### src/rtl/alu_seq_ctrl_if.sv
// -----------------------------------------------------------------------------
// alu_seq_ctrl_if
// Bundles every non-clock signal of the ALU sequencer into one interface.
//
// Handshake contract (valid/ready):
//   An instruction transfers on a rising clk edge where in_valid and in_ready
//   are both high. The source raises in_valid with a stable instr and keeps
//   both unchanged until that edge. in_ready does not depend on in_valid.
//   in_valid while in_ready is low has no effect.
//
// Signal groups:
//   command : in_valid, in_ready, instr
//   load    : ld_en, ld_addr, ld_data
//   alu bus : alu_op, alu_a, alu_b (to ALU); alu_f, alu_n, alu_c, alu_v (from ALU)
//   status  : done, result, flags
//
// Modports:
//   slave  - the sequencer view
//   master - the command-source / ALU-side view
// -----------------------------------------------------------------------------
interface alu_seq_ctrl_if #(
  parameter int DSIZE  = 16,
  parameter int OPSIZE = 4,
  parameter int AW     = 3
);
  logic              in_valid;
  logic              in_ready;
  logic [15:0]       instr;
  logic              ld_en;
  logic [AW-1:0]     ld_addr;
  logic [DSIZE-1:0]  ld_data;
  logic [OPSIZE-1:0] alu_op;
  logic [DSIZE-1:0]  alu_a;
  logic [DSIZE-1:0]  alu_b;
  logic [DSIZE-1:0]  alu_f;
  logic              alu_n;
  logic              alu_c;
  logic              alu_v;
  logic              done;
  logic [DSIZE-1:0]  result;
  logic [3:0]        flags;

  modport slave (
    input  in_valid, instr, ld_en, ld_addr, ld_data,
    input  alu_f, alu_n, alu_c, alu_v,
    output in_ready, alu_op, alu_a, alu_b, done, result, flags
  );

  modport master (
    output in_valid, instr, ld_en, ld_addr, ld_data,
    output alu_f, alu_n, alu_c, alu_v,
    input  in_ready, alu_op, alu_a, alu_b, done, result, flags
  );
endinterface

### src/rtl/alu_seq_ctrl.sv
// -----------------------------------------------------------------------------
// alu_seq_ctrl
// Multi-cycle instruction sequencer around an external combinational ALU.
// Holds an RF_DEPTH x DSIZE register file and a {Z,N,C,V} flag register.
// Each instruction takes three cycles: IDLE (accept), READ (operand fetch into
// the registered ALU buses), EXEC (capture ALU result, write back, flags).
// done pulses for one cycle after the EXEC edge; that cycle is IDLE again.
//
// instr layout: [15:12] op, [11:9] rd, [8:6] ra, [5:3] rb, [2] we, [1] fe, [0] cz
//
// Ports:
//   clk         - system clock, all state on rising edge
//   rst         - synchronous active-high reset, aborts any instruction in flight
//   bus         - alu_seq_ctrl_if.slave (command, load, ALU and status signals)
//   dbg_state_o - current FSM state (IDLE=0, READ=1, EXEC=2)
// -----------------------------------------------------------------------------
module alu_seq_ctrl #(
  parameter int DSIZE    = 16,
  parameter int OPSIZE   = 4,
  parameter int RF_DEPTH = 8
) (
  input  logic                clk,
  input  logic                rst,
  alu_seq_ctrl_if.slave       bus,
  output logic [1:0]          dbg_state_o
);
  localparam int AW = $clog2(RF_DEPTH);

  localparam logic [1:0] IDLE = 2'd0;
  localparam logic [1:0] READ = 2'd1;
  localparam logic [1:0] EXEC = 2'd2;

  logic [1:0]        state_q,   state_d;
  logic [15:0]       instr_q,   instr_d;
  logic [OPSIZE-1:0] alu_op_q,  alu_op_d;
  logic [DSIZE-1:0]  alu_a_q,   alu_a_d;
  logic [DSIZE-1:0]  alu_b_q,   alu_b_d;
  logic [DSIZE-1:0]  result_q,  result_d;
  logic [3:0]        flags_q,   flags_d;
  logic              done_q,    done_d;
  logic [DSIZE-1:0]  rf_q [RF_DEPTH];
  logic [DSIZE-1:0]  rf_d [RF_DEPTH];

  // Fields of the captured instruction.
  logic [OPSIZE-1:0] op_w;
  logic [AW-1:0]     rd_w;
  logic [AW-1:0]     ra_w;
  logic [AW-1:0]     rb_w;
  logic              we_w;
  logic              fe_w;
  logic              cz_w;
  logic              commit_w;

  assign op_w = instr_q[15 -: OPSIZE];
  assign rd_w = instr_q[9 +: AW];
  assign ra_w = instr_q[6 +: AW];
  assign rb_w = instr_q[3 +: AW];
  assign we_w = instr_q[2];
  assign fe_w = instr_q[1];
  assign cz_w = instr_q[0];

  // Conditional write-back looks at Z as it stood before this instruction,
  // so flags_q (not flags_d) is used here.
  assign commit_w = we_w & (~cz_w | flags_q[3]);

  always_comb begin
    state_d  = state_q;
    instr_d  = instr_q;
    alu_op_d = alu_op_q;
    alu_a_d  = alu_a_q;
    alu_b_d  = alu_b_q;
    result_d = result_q;
    flags_d  = flags_q;
    done_d   = 1'b0;
    rf_d     = rf_q;

    case (state_q)
      IDLE: begin
        // Loads are only honoured here, so they can never collide with a
        // write-back. A load and an accept on the same edge both take effect;
        // the following READ sees the loaded value.
        if (bus.ld_en) begin
          rf_d[bus.ld_addr] = bus.ld_data;
        end
        if (bus.in_valid) begin
          instr_d = bus.instr;
          state_d = READ;
        end
      end
      READ: begin
        alu_op_d = op_w;
        alu_a_d  = rf_q[ra_w];
        alu_b_d  = rf_q[rb_w];
        state_d  = EXEC;
      end
      EXEC: begin
        result_d = bus.alu_f;
        done_d   = 1'b1;
        if (commit_w) begin
          rf_d[rd_w] = bus.alu_f;
        end
        if (fe_w) begin
          flags_d = {(bus.alu_f == '0), bus.alu_n, bus.alu_c, bus.alu_v};
        end
        state_d = IDLE;
      end
      default: begin
        state_d = IDLE;
      end
    endcase
  end

  always_ff @(posedge clk) begin
    if (rst) begin
      state_q  <= IDLE;
      instr_q  <= '0;
      alu_op_q <= '0;
      alu_a_q  <= '0;
      alu_b_q  <= '0;
      result_q <= '0;
      flags_q  <= '0;
      done_q   <= 1'b0;
      rf_q     <= '{default: '0};
    end else begin
      state_q  <= state_d;
      instr_q  <= instr_d;
      alu_op_q <= alu_op_d;
      alu_a_q  <= alu_a_d;
      alu_b_q  <= alu_b_d;
      result_q <= result_d;
      flags_q  <= flags_d;
      done_q   <= done_d;
      rf_q     <= rf_d;
    end
  end

  assign bus.in_ready = (state_q == IDLE);
  assign bus.alu_op   = alu_op_q;
  assign bus.alu_a    = alu_a_q;
  assign bus.alu_b    = alu_b_q;
  assign bus.result   = result_q;
  assign bus.flags    = flags_q;
  assign bus.done     = done_q;
  assign dbg_state_o  = state_q;
endmodule

### src/flat_wrapper.sv
// flat-port wrapper written by rule: the top's interface ports become plain ports
module alu_seq_ctrl_flat 
#(
  parameter int DSIZE    = 16,
  parameter int OPSIZE   = 4,
  parameter int RF_DEPTH = 8
)
  (clk, rst, dbg_state_o, bus_in_valid, bus_instr, bus_ld_en, bus_ld_addr, bus_ld_data, bus_alu_f, bus_alu_n, bus_alu_c, bus_alu_v, bus_in_ready, bus_alu_op, bus_alu_a, bus_alu_b, bus_done, bus_result, bus_flags);
  alu_seq_ctrl_if #(.DSIZE(DSIZE), .OPSIZE(OPSIZE)) bus_i ();
  input  logic clk;
  input  logic rst;
  output logic [1:0] dbg_state_o;
  input wire logic [$bits(bus_i.in_valid)-1:0] bus_in_valid;
  input wire logic [$bits(bus_i.instr)-1:0] bus_instr;
  input wire logic [$bits(bus_i.ld_en)-1:0] bus_ld_en;
  input wire logic [$bits(bus_i.ld_addr)-1:0] bus_ld_addr;
  input wire logic [$bits(bus_i.ld_data)-1:0] bus_ld_data;
  input wire logic [$bits(bus_i.alu_f)-1:0] bus_alu_f;
  input wire logic [$bits(bus_i.alu_n)-1:0] bus_alu_n;
  input wire logic [$bits(bus_i.alu_c)-1:0] bus_alu_c;
  input wire logic [$bits(bus_i.alu_v)-1:0] bus_alu_v;
  output wire logic [$bits(bus_i.in_ready)-1:0] bus_in_ready;
  output wire logic [$bits(bus_i.alu_op)-1:0] bus_alu_op;
  output wire logic [$bits(bus_i.alu_a)-1:0] bus_alu_a;
  output wire logic [$bits(bus_i.alu_b)-1:0] bus_alu_b;
  output wire logic [$bits(bus_i.done)-1:0] bus_done;
  output wire logic [$bits(bus_i.result)-1:0] bus_result;
  output wire logic [$bits(bus_i.flags)-1:0] bus_flags;
  assign bus_i.in_valid = bus_in_valid;
  assign bus_i.instr = bus_instr;
  assign bus_i.ld_en = bus_ld_en;
  assign bus_i.ld_addr = bus_ld_addr;
  assign bus_i.ld_data = bus_ld_data;
  assign bus_i.alu_f = bus_alu_f;
  assign bus_i.alu_n = bus_alu_n;
  assign bus_i.alu_c = bus_alu_c;
  assign bus_i.alu_v = bus_alu_v;
  assign bus_in_ready = bus_i.in_ready;
  assign bus_alu_op = bus_i.alu_op;
  assign bus_alu_a = bus_i.alu_a;
  assign bus_alu_b = bus_i.alu_b;
  assign bus_done = bus_i.done;
  assign bus_result = bus_i.result;
  assign bus_flags = bus_i.flags;
  alu_seq_ctrl #(.DSIZE(DSIZE), .OPSIZE(OPSIZE), .RF_DEPTH(RF_DEPTH)) u_core (.clk(clk), .rst(rst), .bus(bus_i), .dbg_state_o(dbg_state_o));
endmodule
### config.mk
export PLATFORM = sky130hd
export DESIGN_NAME = alu_seq_ctrl_flat
export DESIGN_NICKNAME = d
export VERILOG_FILES = /design/src/rtl/alu_seq_ctrl_if.sv /design/src/rtl/alu_seq_ctrl.sv /design/src/flat_wrapper.sv
export SDC_FILE = /design/constraint.sdc
export NUM_CORES = 1
export LEC_CHECK = 0
export ABC_AREA = 1
export BUFFER_PORTS_ARGS = -buffer_cell sky130_fd_sc_hd__buf_4
export CAP_MARGIN = 10
export CORE_ASPECT_RATIO = 0.9
export CORE_UTILIZATION = 25
export DETAILED_ROUTE_END_ITERATION = 10
export GPL_TIMING_DRIVEN = 0
export PLACE_DENSITY = 0.38
export SLEW_MARGIN = 25
export SYNTH_ARGS = -nofsm -noshare
export SYNTH_HDL_FRONTEND = slang
export SYNTH_SLANG_ARGS = --single-unit
### constraint.sdc
create_clock -name clk -period 1.8 [get_ports clk]
set_input_delay 0.09 -clock clk [delete_from_list [all_inputs] [get_ports clk]]
set_output_delay 0.09 -clock clk [all_outputs]
set_load 0.01 [all_outputs]
---- Word level (Yosys, flattened, before mapping) ----
Index checks and enable logic that the tools add are counted.
cells by class
  add/sub/neg operators ................... 0
  $mul .................................... 0
  div/mod/pow operators ................... 0
  $lt $le $gt $ge ......................... 6
  equal/unequal tests ..................... 5
  shift operators ......................... 0
  multiplexer cells ....................... 18
  bitwise operators ....................... 7
  reduce and logical (&&, ||, !) cells .... 8
operator list
  cell                number
  $bwmux 128          2
  $mux 128            2
  $pmux 128 s2        1
  $bmux 16 s3         2
  $demux 16 s3        2
  $mux 16             6
  $ge 4x4->1 const B  4
  $logic_not 16->1    1
  $not 3->4           4
  $lt 4x1->1 const B  2
  $ne 2x2->1 const B  2
  $pmux 2 s2          1
  $reduce_and 2->1    2
  $reduce_and 3->1    1
  $eq 2x1->1 const B  1
  $eq 2x2->1 const B  1
  $logic_and 1x1->1   2
  $logic_not 2->1     1
  $mux 2              1
  $ne 2x1->1 const B  1
  $reduce_bool 2->1   1
  $and 1x1->1         1
  $mux 1              1
  $not 1->1           1
  $or 1x1->1          1
word-level totals
  flip-flop bits (word level) ............. 203
  bits in latches ......................... 0
  RAM bits ................................ 0
  bits in read-only memories .............. 0
  bits of input ports ..................... 58
  output and inout port bits .............. 60
  word-level logic and storage cells ...... 60
  memories ................................ 0

---- Depth between registers and ports, before layout ----
  depth in word-level cells ............... 8
  depth in mapped cells ................... 11

---- Worst setup path before layout ----
OpenSTA, ideal clock, no wires.
  path type ............................... reg2reg
  start ................................... register u_core.state_q[1], in the netlist u_core.dbg_state_o[1]
  end ..................................... register u_core.rf_q[69] (netlist name)
  library setup time ...................... 0.113 ns
  data arrival time ....................... 1.375 ns
  path slack .............................. 0.312 ns
  cell stages (with the launch flop) ...... 10
  clock period less this slack ............ 1.488 ns
  path through ............................ dfxtp_1 buf_4 nand3_1 nor2_2 nor2_8 nor2_4 buf_2 nand2_1 nand2_1 nor2_1
on the way
  cells in the longest elaborated chain, start to end .. 3
  elaborated cells between the ends (all ways) .. 7
  classes of those cells .................. eq/ne (3); mux (1); reduce/logical (3)
ends and longest elaborated chain
  item                                           RTL line             text
  start: declaration                             alu_seq_ctrl.sv:33   logic [1:0] state_q, state_d;
  start signal: assignment                       alu_seq_ctrl.sv:125  state_q <= state_d;
  $eq 2x2->1 or $logic_not 2->1 (tied branches)  alu_seq_ctrl.sv:77   case (state_q)
  $ne 2x1->1 (no line) (tied with other cells)   --
  $reduce_and 3->1 (no line)                     --
  end signal: assignment                         alu_seq_ctrl.sv:133  rf_q <= rf_d;
  end: declaration                               alu_seq_ctrl.sv:41   logic [DSIZE-1:0] rf_q [RF_DEPTH];
Parallel ways exist; a longest one is shown, timed or not.
A chain may end at the register's enable or synchronous reset.

---- Worst setup path in the final report ----
  start ................................... register u_core.state_q[1], in the netlist u_core.dbg_state_o[1]
  end ..................................... register u_core.rf_q[86] (netlist name)
Same word-level chain as after synthesis.

==> metrics.cfg <==
[power]
ir_drop_mv = 0.640
power_leakage_nw = 6.77
power.density_cell_area_mw_per_mm2 = 856
totalPowerFinal_mw = 13.1

[job]
maxCapViolCount = 0

[logic_synthesis]
async_flop_share_pct = 0
synth-seq-cells = 203
synth_most_common_cell = nand2_1
netlist_cell_types = 19
synth.yosys.warnings = 0
yosysSeqAreaShare_pct = 34.5
synthTopCellsByCount = nand2_1 (612), nor2_1 (505), nand3_1 (218)
syn_std_cell_area_mm2 = 0.0118
synth_edf_count = 0
synthDominantCellAreaShare_pct = 34.5
yosys.area.top_type = dfxtp_1
synthFlopType = dfxtp_1
synthesis.nets = 2114
synth_area_leaders = dfxtp_1 (34%), nand2_1 (19%), nor2_1 (16%), nand3_1 (9.3%), a21oi_1 (5.3%)
syn-mean-instance-area_um2 = 5.73
postSynthCellCount = 2056

[grt]
grt_start_max_net_pins = 14
gr-total-overflow = 0
top_usage_layer = met2
use_met3_pct = 3.48
grt_util_all_layers_pct = 26.3
global_route_wire_length_before_repair_um = 90900
grt_pass1_vias = 13000
grt_util_met1_pct = 37.4
met2_usage_in_global_routing_pct = 41.2
antenna_found_initial = 1

[outcome]
run_status = complete, but fails checks
violations = negative setup slack

[timing]
unrepaired_setup_endpoints_after_global_routing = true
timing.fmax_ghz = 0.541
setup_viol = 4
max_clock_skew_ns = 0.0228
timing.final.hold_violations = 0
layout_worst_path_cycle_share_pct = 103
final.min_clock_period_ns = 1.85
worst_margin_slew_ns = 0.871
slew_violations = 0
totalNegativeSetupSlack_ns = -0.101
fin_ws_ns = -0.0485
max_slew_margin_pct = 41.9

[place]
dp.final_hpwl_um = 48800
numPortBuffers = 114
dp_cells = 2786
routabilityCongestion = 0.981

[drt]
ant_nets = 0
drc = 0
drt_wl_total_um = 64000
num_vias = 13900
via_per_inst = 4.81
initialDrtViolationCount = 1271
number_of_iterations_in_the_first_detailed_routing_pass = 6
route.detailed.wl_per_inst_um = 22.2

[clock_network]
cts-root-to-sink-buffers = 3
tritoncts = yes
clock_sinks = 203
numCtsBuffers = 27
cts.htree.levels = 1
clock_root_buffer = clkbuf_16
insertion_delay_ns = 0.58
clkSlewWorstSetupHoldPaths_ns = 0.06

[finish]
filler_cell_count = 5312
antenna-diode-count = 0
post_route_cells_drive_above_1_share_pct = 15.0
stdcell_count = 2880
sequential_cell_area_in_the_final_layout_mm2 = 0.00407
final_net_count = 2306
synthToLayoutAreaGrowth_pct = 29.5
multi_input_area_mm2 = 0.00680

[floorplan]
std_cell_rows = 75
design.portCount = 118
fp.coreArea_mm2 = 0.0465
area_of_the_die_mm2 = 0.0480
die_y_um = 208
initial_core_util_pct = 25.3
dieWidth_um = 231

[min_path]
min_path_cells = 4
worstHoldPathType = input port to flip-flop

[setup_path]
ff2ff_setup_slack_ns = -0.05
start_kind = flip-flop
critical_path_buf_inv_count = 1
timing.critical_path.slowest_cell_delay_ns = 0.48
delay_heaviest_family_cp = simple AND/OR/NAND/NOR gates
required_ns = 2.29
path_class = flip-flop to flip-flop
cp.arrival_ns = 2.34
crit_fanout = 9
worstSetupPathDepth = 7
reg2regPathDepth = 7
cp_cell_sequence = buf_2 > nand3_2 > nor2_1 > a21oi_1 > nand2_1 > nand2_1 > nor2_1
crit_slowest_cell = nand3_2
cp-end-kind = flip-flop

-- final timing paths --
path | startpoint | to
max | u_core.dbg_state_o[1] | u_core.rf_q[86]
min | bus_in_valid | u_core.instr_q[0]
max reg2reg | u_core.dbg_state_o[1] | u_core.rf_q[86]
min reg2reg | u_core.instr_q[0] | u_core.instr_q[0]
-- worst register-to-register path, cell delays in order, from the launching register on --
cell,delay (ns)
dfxtp_1,0.40
buf_2,0.23
nand3_2,0.48
nor2_1,0.25
a21oi_1,0.06
nand2_1,0.09
nand2_1,0.12
nor2_1,0.13
-- final cells by class --
type / instances / area share, %
inverters: 171 / 4.38
well taps: 616 / 5.05
multi-input cells: 1548 / 44.5
clock inverters: 7 / 0.287
clock buffers: 38 / 4.96
plain buffers: 132 / 5.14
flip-flops and latches: 203 / 26.6
repair buffers: 165 / 9.06
-- routing by layer --
metal / vias to the layer above / part of all wire (%) / wire length (um)
met1: 6522 / 47 / 29800
met2: 513 / 44 / 28100
met4: 0 / 3.1 / 2010
met5: - / 0 / 0
met3: 80 / 6.3 / 4040
li1: 6742 / - / -
-- cell usage in the layout, fill, tap and decap left out, types with 12 or more instances in the layout --
master and instances:
nand2_1 594, clkbuf_16 27, buf_2 34, nand3_4 13, inv_2 12, buf_4 138
o22ai_1 16, nand3_2 12, dlygate4sd3_1 34, clkbuf_4 16, nor2_1 504, clkbuf_2 14
dfxtp_1 202, nand2_4 12, o21ai_0 55, a21oi_1 121, clkbuf_1 45, nand3_1 199
inv_1 149
-- state kept, by name, indices dropped and copies added (netlist names) --
signal and flops:
u_core.dbg_state_o 2, u_core.bus.result 16, u_core.bus.flags 4, u_core.bus.alu_op 4, u_core.instr_q 16, u_core.bus.alu_a 16, u_core.rf_q 128, u_core.bus.done 1
u_core.bus.alu_b 16
-- metrics by stage --
step / instance area, um2 / utilization (%) / hold slack, ns / setup slack (ns)
2_1_floorplan: 11800 / - / 0.225 / 0.312
3_3_place_gp: 13400 / 28.8 / 0.314 / -0.697
3_5_place_dp: 13400 / 28.8 / 0.320 / -0.693
4_1_cts: 15000 / 32.3 / 0.00938 / 0.00275
5_1_grt: 15300 / 32.8 / 0.0293 / -0.0614
6_report: 15300 / 32.8 / 0.00881 / -0.0485
-- power by group --
| group | total, mW | internal [mW] | switching, mW |
|---|---|---|---|
| clock | 5.10 | 2.89 | 2.21 |
| combinational | 3.10 | 0.969 | 2.13 |
| sequential | 4.87 | 4.74 | 0.128 |
| total | 13.1 | 8.61 | 4.46 |
-- cells by family after synthesis --
| logic type | count (synthesis) | synth area share [%] |
|---|---|---|
| simple gates | 1352 | 46.3 |
| buf+inv | 305 | 10.7 |
| flops | 203 | 34.5 |
| compound gates | 196 | 8.49 |
-- what timing repair did --
| item | CTS | global route |
|---|---|---|
| setup endpoints to repair | 175 | 137 |
| cloned | 0 | 1 |
| pin swaps | 8 | 6 |
| hold buffers | 35 | 0 |
| hold endpoints to repair | 27 | 0 |
| resized for setup | 119 | 74 |
| setup buffers | 11 | 5 |
No activity file was read; power rests on OpenSTA's default activity.
